--- config.mk ---
export PLATFORM = sky130hd
export DESIGN_NAME = key_lane_decoder
export DESIGN_NICKNAME = d
export VERILOG_FILES = /design/src/rtl/key_lane_decoder.sv
export SDC_FILE = /design/constraint.sdc
export NUM_CORES = 1
export LEC_CHECK = 0
export BUFFER_PORTS_ARGS = -buffer_cell sky130_fd_sc_hd__buf_2
export CORE_UTILIZATION = 40
export CTS_BUF_LIST = sky130_fd_sc_hd__clkbuf_2 sky130_fd_sc_hd__clkbuf_4 sky130_fd_sc_hd__clkbuf_8
export DETAILED_ROUTE_END_ITERATION = 12
export PLACE_DENSITY = 0.69
export RECOVER_POWER = 50
export SKIP_LAST_GASP = 1
export SLEW_MARGIN = 20
export SYNTH_ARGS = -nofsm -noshare
export SYNTH_HDL_FRONTEND = slang
export SYNTH_SLANG_ARGS = --single-unit
--- constraint.sdc ---
create_clock -name vsync -period 2 [get_ports vsync]
set_input_delay 0.1 -clock vsync [delete_from_list [all_inputs] [get_ports vsync]]
set_output_delay 0.1 -clock vsync [all_outputs]
set_load 0.01 [all_outputs]
--- src/rtl/key_lane_decoder.sv ---
`default_nettype none
`timescale 1ns/1ps
// ============================================================================
// Module   : key_lane_decoder
// Purpose  : Maps raw keyboard keycodes (q/w/e/r) onto four rhythm-game lanes.
//            Produces a one-cycle press pulse, a held level, a saturating press
//            counter and a one-cycle bad_key pulse for unmapped keys.
// Options  : KEY_LANE_DEBOUNCE_EN - when defined, a key must be seen on
//            DEBOUNCE_FRAMES consecutive vsync edges before it is accepted.
//            When undefined, a key is accepted on its first sample.
// Revision : 1.0 - initial release
// ============================================================================
module key_lane_decoder #(
   parameter int DEBOUNCE_FRAMES = 2
) (
   input  logic        vsync,
   input  logic        reset_ah,
   input  logic [7:0]  keycode,
   output logic [3:0]  lane_press,
   output logic [3:0]  lane_held,
   output logic [15:0] press_count,
   output logic        bad_key
);

   typedef enum logic [1:0] {
      S_IDLE    = 2'd0,
      S_QUAL    = 2'd1,
      S_HELD    = 2'd2,
      S_INVALID = 2'd3
   } state_t;

   localparam logic [3:0] c_DEB = 4'(DEBOUNCE_FRAMES);
`ifdef KEY_LANE_DEBOUNCE_EN
   localparam logic c_DEB_EN = 1'b1;
`else
   localparam logic c_DEB_EN = 1'b0;
`endif
   // With a single-frame requirement qualification degenerates to direct acceptance.
   localparam logic c_DIRECT = !c_DEB_EN || (c_DEB <= 4'd1);

   state_t       r_state;
   logic [7:0]   r_cand;
   logic [3:0]   r_cnt;
   logic [3:0]   r_press;
   logic [3:0]   r_held;
   logic [15:0]  r_count;
   logic         r_bad;

   logic [3:0]   w_lane;
   logic         w_valid;
   logic         w_kc_zero;
   logic         w_new;
   logic         w_cnt_done;
   logic         w_accept;

   // Keycode to one-hot lane decode; all-zero means not a lane key.
   always_comb begin
      w_lane = 4'b0000;
      case (keycode)
         8'h14:   w_lane = 4'b0001;
         8'h1A:   w_lane = 4'b0010;
         8'h08:   w_lane = 4'b0100;
         8'h15:   w_lane = 4'b1000;
         default: w_lane = 4'b0000;
      endcase
   end

   // Classify the current sample: new candidate, qualification done, accepted now.
   always_comb begin
      w_valid    = |w_lane;
      w_kc_zero  = (keycode == 8'h00);
      w_new      = !w_kc_zero && ((r_state == S_IDLE) || (keycode != r_cand));
      w_cnt_done = ((r_cnt + 4'd1) >= c_DEB);
      w_accept   = w_new ? c_DIRECT
                         : ((r_state == S_QUAL) && !w_kc_zero && w_cnt_done);
   end

   // Main FSM with registered outputs; pulses default low every cycle.
   always_ff @(posedge vsync or posedge reset_ah) begin
      if (reset_ah) begin
         r_state <= S_IDLE;
         r_cand  <= 8'h00;
         r_cnt   <= 4'd0;
         r_press <= 4'b0000;
         r_held  <= 4'b0000;
         r_count <= 16'h0000;
         r_bad   <= 1'b0;
      end else begin
         r_press <= 4'b0000;
         r_bad   <= 1'b0;
         if (w_kc_zero) begin
            r_state <= S_IDLE;
            r_cand  <= 8'h00;
            r_cnt   <= 4'd0;
            r_held  <= 4'b0000;
         end else if (w_accept) begin
            r_cand <= keycode;
            r_cnt  <= 4'd0;
            if (w_valid) begin
               r_state <= S_HELD;
               r_press <= w_lane;
               r_held  <= w_lane;
               if (r_count != 16'hFFFF) begin
                  r_count <= r_count + 16'd1;
               end
            end else begin
               r_state <= S_INVALID;
               r_held  <= 4'b0000;
               r_bad   <= 1'b1;
            end
         end else if (w_new) begin
            r_state <= S_QUAL;
            r_cand  <= keycode;
            r_cnt   <= 4'd1;
            r_held  <= 4'b0000;
         end else if (r_state == S_QUAL) begin
            r_cnt <= r_cnt + 4'd1;
         end
      end
   end

   assign lane_press  = r_press;
   assign lane_held   = r_held;
   assign press_count = r_count;
   assign bad_key     = r_bad;

endmodule
`default_nettype wire

==> results of run 1 <==
-- kinds of logic (layout without fill, tap and decap cells) --
| logic type | count (synthesis) | after routing | share of synthesized area |
|---|---|---|---|
| adders and majority gates | 3 | 3 | 0.0190 |
| buffers and inverters | 22 | 70 | 0.0539 |
| and+or+nand+nor | 76 | 76 | 0.272 |
| xor gates and xnor gates | 26 | 26 | 0.115 |
| AOI/OAI and AO/OA | 9 | 9 | 0.0368 |
| DFF | 39 | 39 | 0.495 |
| muxes | 1 | 1 | 0.00761 |
-- cell usage in the layout (no fill, tap or decap), drive strengths merged, types with 3 or more instances in the layout --
cell type,instances
clkbuf,20
nand4,5
nor4,6
nor3,8
nand2,8
and3,4
nor2,13
a21oi,3
ha,3
xnor2,11
dfrtp,39
inv,10
nand3,18
buf,32
xor2,15
dlygate4sd3,6
and2,4
-- registers in the layout, indices dropped and copies added (netlist names) --
register,count
bad_key,1
r_state,2
r_cand,8
lane_held,4
lane_press,4
r_cnt,4
press_count,16
-- layer usage --
layer  vias up  GRT usage  routed length (µm)
met3         4     0.0361                  93
li1        686          -                   -
met5         -          0                   0
met4         0     0.0479                  31
met1       680      0.223                1810
met2        24      0.242                1720
-- report_power, final --
group          internal (µW)  switching [µW]
Clock                    404             271
Combinational           77.9            89.8
Sequential               816            20.5
Total                   1300             381
-- final cells by class --
cell class	instances	area [µm²]
flip-flops and latches	39	977
inverters	10	37.5
well taps	67	83.8
clock buffers	6	82.6
clock inverters	2	35.0
multi-input cells	115	893
repair buffers	52	327
fillers	436	2290
-- timing repair --
item                                   CTS  global route
gates resized for setup                  0             3
setup endpoints to repair                0            12
hold buffers                             5             1
endpoints found under the hold margin   43             1
buffers inserted                         0             3
-- metrics by stage --
step           area (µm²)  worst slack [ns]  hold WS (ns)
6_report             2440            0.0741        0.0849
5_1_grt              2440          -0.00650        0.0836
4_1_cts              2420            0.0531       0.00267
3_5_place_dp         2250            0.0625         0.246
3_3_place_gp         2250            0.0878         0.242
2_1_floorplan        1970             0.146         0.198
-- worst max path at each step --
stage | start | to | slack (ns)
after floorplan | press_count[0] | press_count[1] | 0.15
after global placement | r_cnt[1] | press_count[1] | 0.09
after detailed placement | r_cnt[0] | press_count[1] | 0.06
after CTS | r_cnt[1] | press_count[4] | 0.05
after global routing | r_cnt[0] | press_count[4] | -0.006
final | r_cnt[0] | press_count[1] | 0.07
==> flow_metrics.env, run 1 <==
export IMPL_ys_top_cells_by_area="dfrtp_1 (49%), xor2_1 (6.7%), xnor2_1 (4.9%), nor4_4 (4.3%), nand3_1 (4.1%)"
export IMPL_grt_pass1_vias=1388
export IMPL_grt_pass1_wl_um=6380
export IMPL_grt_overflow_total=0
export IMPL_leakage_uw=0.00116
export IMPL_yosysSeqAreaShare=0.495
export IMPL_cp_buffers_inverters=0
export IMPL_fp_dieW_um=72.2
export IMPL_skew_ns=0.00889
export IMPL_fin_nets=236
export IMPL_syn_area_per_cell_um2=11.2
export IMPL_cp_depth=6
export IMPL_status="finished, violations left"
export IMPL_root_buffer="clkbuf_8"
export IMPL_fmax_ghz=0.519
export IMPL_route_antenna_remaining_nets=0
export IMPL_arrival_ns=2.10
export IMPL_port_buffers=34
export IMPL_synthArstFlopShare=1.00
export IMPL_clock_sinks=39
export IMPL_period_share=0.963
export IMPL_dieHeight_um=72.2
export IMPL_cts_tree="built"
export IMPL_worstSetupPathType="reg -> reg"
export IMPL_area_growth_syn_to_layout_pct=23.5
export IMPL_cts_max_path_buffers=2
export IMPL_violations="DRC"
export IMPL_synthCells=176
export IMPL_htreeDepth=2
export IMPL_rrSetupSlack_ns=0.07
export IMPL_grt_max_degree=40
export IMPL_syn_num_nets=189
export IMPL_finalCriticalPeriod_ns=1.93
export IMPL_r2r_cells=6
export IMPL_drive_gt1_frac=0.281
export IMPL_coreArea_um2=4720
export IMPL_powerDensity_nw_per_um2=689
export IMPL_yosysUniqueCellTypes=42
export IMPL_max_stage_delay_ns=0.47
export IMPL_synth_most_common_cell="dfrtp_1"
export IMPL_drtIter0Drc=118
export IMPL_die_area_um2=5210
export IMPL_rows=25
export IMPL_crit_family="compound AO/OA/AOI/OAI gates"
export IMPL_crit_chain="ha_2 > xor2_1 > o41a_1 > nor2_4 > nor2_2 > mux2_4"
export IMPL_gp_congestion=0.823
export IMPL_slew_headroom=0.362
export IMPL_path_clk_slew_ns=0.08
export IMPL_dpl_cell_count=274
export IMPL_antenna_found_initial=0
export IMPL_cp_end_kind="register"
export IMPL_io_pins=35
export IMPL_dp_hpwl_um=2630
export IMPL_diodes=0
export IMPL_worst_slew_pin_slew_ns=0.957
export IMPL_reg2reg_to="press_count[1]"
export IMPL_num_vias=1394
export IMPL_grt_usage=0.158
export IMPL_synth_commonest_cells="dfrtp_1 (39), nand3_1 (16), xor2_1 (15)"
export IMPL_critPathSlowestCell="o41a_1"
export IMPL_yosysTopAreaCell="dfrtp_1"
export IMPL_setup_viol=0
export IMPL_fin_util=0.516
export IMPL_finalHoldViolations=0
export IMPL_synth_edff_count=0
export IMPL_whs_path_depth=1
export IMPL_avgViaCountPerCell=4.79
export IMPL_finalMaxSlewViolations=0
export IMPL_wl_per_cell_um=12.6
export IMPL_start_util=0.417
export IMPL_routed_wl_um=3660
export IMPL_setup_tns_ns=0
export IMPL_maxCapViolations=0
export IMPL_rr_startpoint="r_cnt[0]"
export IMPL_cp_required_ns=2.18
export IMPL_vdd_drop_max_mv=0.444
export IMPL_clkLatencyLatePin_ns=0.29
export IMPL_drcViolationCount=1
export IMPL_worstHoldPathType="in -> reg"
export IMPL_ys_ff_latch=39
export IMPL_cts_made_buffers=5
export IMPL_dr_pass1_iters=10
export IMPL_crit_fanout=5
export IMPL_critPathLaunchType="register"
export IMPL_min_from="keycode[4]"
export IMPL_power_uw=1680
export IMPL_synth_area_um2=1970
export IMPL_stdcell_count=291
export IMPL_synth_ff_type="dfrtp_1"
export IMPL_yosysWarnings=0
export IMPL_yosys_area_top_type_share=0.495
export IMPL_holdPathEnd="r_cand[4]"
No activity file was read; power rests on OpenSTA's default activity.
==> inputs of run 2 (changes only) <==
--- a/config.mk
+++ b/config.mk
@@ -7,10 +7,11 @@
 export LEC_CHECK = 0
 export BUFFER_PORTS_ARGS = -buffer_cell sky130_fd_sc_hd__buf_2
 export CORE_UTILIZATION = 40
-export CTS_BUF_LIST = sky130_fd_sc_hd__clkbuf_2 sky130_fd_sc_hd__clkbuf_4 sky130_fd_sc_hd__clkbuf_8
+export CTS_BUF_LIST = sky130_fd_sc_hd__clkbuf_16
 export DETAILED_ROUTE_END_ITERATION = 12
 export PLACE_DENSITY = 0.69
 export RECOVER_POWER = 50
+export SETUP_SLACK_MARGIN = 0.1
 export SKIP_LAST_GASP = 1
 export SLEW_MARGIN = 20
 export SYNTH_ARGS = -nofsm -noshare
==> run 2 against run 1 <==
The flow still finishes with violations (DRC). Clock power is 29% higher. Sequential power is essentially flat. Core utilization up 0.69 points. First-iteration DRC count shrank 3.4%. Via count is 1.4% lower.
==> flow_metrics.env, run 2 (synthesis results as in run 1) <==
export IMPL_startpoint="r_cnt[1]"
export IMPL_grt_overflow_total=0
export IMPL_rr_startpoint="r_cnt[1]"
export IMPL_grt_pass1_wl_um=6520
export IMPL_crit_fanout=13
export IMPL_path_clk_slew_ns=0.06
export IMPL_power_frac_clock=0.465
export IMPL_routed_wl_um=3720
export IMPL_root_buffer="clkbuf_16"
export IMPL_p_sw_uw=404
export IMPL_worstHoldPathType="in -> reg"
export IMPL_route_antenna_remaining_nets=0
export IMPL_slew_headroom=0.357
export IMPL_drtIter0Drc=114
export IMPL_start_util=0.417
export IMPL_grt_pass1_vias=1398
export IMPL_setup_tns_ns=0
export IMPL_power_frac_seq=0.446
export IMPL_stdcell_count=288
export IMPL_dr_pass1_iters=10
export IMPL_skew_ns=0.00393
export IMPL_setup_viol=0
export IMPL_rows=25
export IMPL_nFillCells=432
export IMPL_p_sw_frac=0.215
export IMPL_violations="DRC"
export IMPL_antenna_found_initial=0
export IMPL_finalCriticalPeriod_ns=1.91
export IMPL_coreArea_um2=4720
export IMPL_cts_max_path_buffers=2
export IMPL_avgViaCountPerCell=4.77
export IMPL_dp_hpwl_um=2630
export IMPL_dpl_cell_count=274
export IMPL_mostFrequentLayoutCells="dfrtp_1 (39), clkbuf_1 (17), buf_2 (17)"
export IMPL_rsz0062_at_grt="yes"
export IMPL_fmax_ghz=0.524
export IMPL_cts_tree="built"
export IMPL_grt_max_degree=40
export IMPL_finalMaxSlewViolations=0
export IMPL_critPathLaunchType="register"
export IMPL_cp_required_ns=2.17
export IMPL_gp_congestion=0.823
export IMPL_htreeDepth=2
export IMPL_wl_per_cell_um=12.9
export IMPL_die_area_um2=5210
export IMPL_min_from="keycode[2]"
export IMPL_worst_slew_pin_slew_ns=0.965
export IMPL_drcViolationCount=1
export IMPL_dieHeight_um=72.2
export IMPL_layout_commonest_cell="dfrtp_1"
export IMPL_period_share=0.955
export IMPL_clock_sinks=39
export IMPL_maxCapViolations=0
export IMPL_worstSetupPathType="reg -> reg"
export IMPL_area_growth_syn_to_layout_pct=25.2
export IMPL_combPwrFrac=0.089
export IMPL_grt_usage=0.165
export IMPL_fp_dieW_um=72.2
export IMPL_io_pins=35
export IMPL_cp_end_kind="register"
export IMPL_port_buffers=34
export IMPL_status="finished, violations left"
export IMPL_num_vias=1375
export IMPL_drive_gt1_frac=0.258
export IMPL_leakage_uw=0.00116
export IMPL_fin_util=0.523
export IMPL_vdd_drop_max_mv=0.583
export IMPL_diodes=0
export IMPL_p_int_uw=1470
export IMPL_power_uw=1880
export IMPL_finalHoldViolations=0
export IMPL_powerDensity_nw_per_um2=761
export IMPL_arrival_ns=2.08
export IMPL_cts_made_buffers=5
export IMPL_fin_nets=233
export IMPL_clkLatencyLatePin_ns=0.28
export IMPL_largest_register_ffs=16
[run 2: timing repair]
item / in CTS / in global routing
endpoints found under the setup margin: 11 / 24
hold endpoints to repair: 42 / 0
setup buffers: 2 / 0
pin swaps: 4 / 5
hold buffers: 4 / 0
resized for setup: 2 / 4
[run 2: worst max-delay path: stages, from the launching register on]
cell	delay, ns
dfrtp_1	0.41
ha_2	0.20
xor2_1	0.14
o41a_1	0.47
or2_4	0.33
or2b_1	0.19
a21oi_1	0.06
[run 2: cell type report]
type                       count  area (µm²)  share of cell area
sequential                    39         976               0.395
multi-input combinational    115         913               0.370
timing repair buffer          49         294               0.119
clock buffer                   5         125              0.0507
tap                           67        83.8              0.0340
clock inverter                 3        38.8              0.0157
inverter                      10        37.5              0.0152
[run 2: per-layer routing]
metal  part of all wire  up-vias  GRT usage
li1                   -      685          -
met1               0.48      656      0.229
met2               0.47       28      0.245
met3              0.033        6     0.0361
met4              0.019        0     0.0806
met5                  0        -          0
[run 2: power by group through the flow]
stage	registers (µW)	logic (µW)	clock network [µW]
after CTS	838	171	898
after global placement	851	164	0
final	838	167	873
after floorplan	863	82.2	0
after global routing	841	194	931
after detailed placement	851	165	0
[run 2: per-stage QoR]
stage	hold WS, ns	setup WS (ns)	area [µm²]
floorplan	0.198	0.146	1970
global placement	0.242	0.0878	2250
detailed placement	0.246	0.0625	2250
CTS	0.00638	0.0700	2480
global route	0.0720	0.0155	2470
finish	0.0488	0.0898	2470
[run 2: path summary, 6_finish.rpt]
check | endpoint | slack [ns] | cells after the start
setup / recovery | lane_held[1] | 0.09 | 6
hold / removal | r_cand[2] | 0.05 | 1
setup reg to reg | lane_held[1] | 0.09 | 6
hold reg to reg | press_count[13] | 0.50 | 1
max in group asynchronous | press_count[4] | 0.75 | 4
min in group asynchronous | lane_held[1] | 0.66 | 4
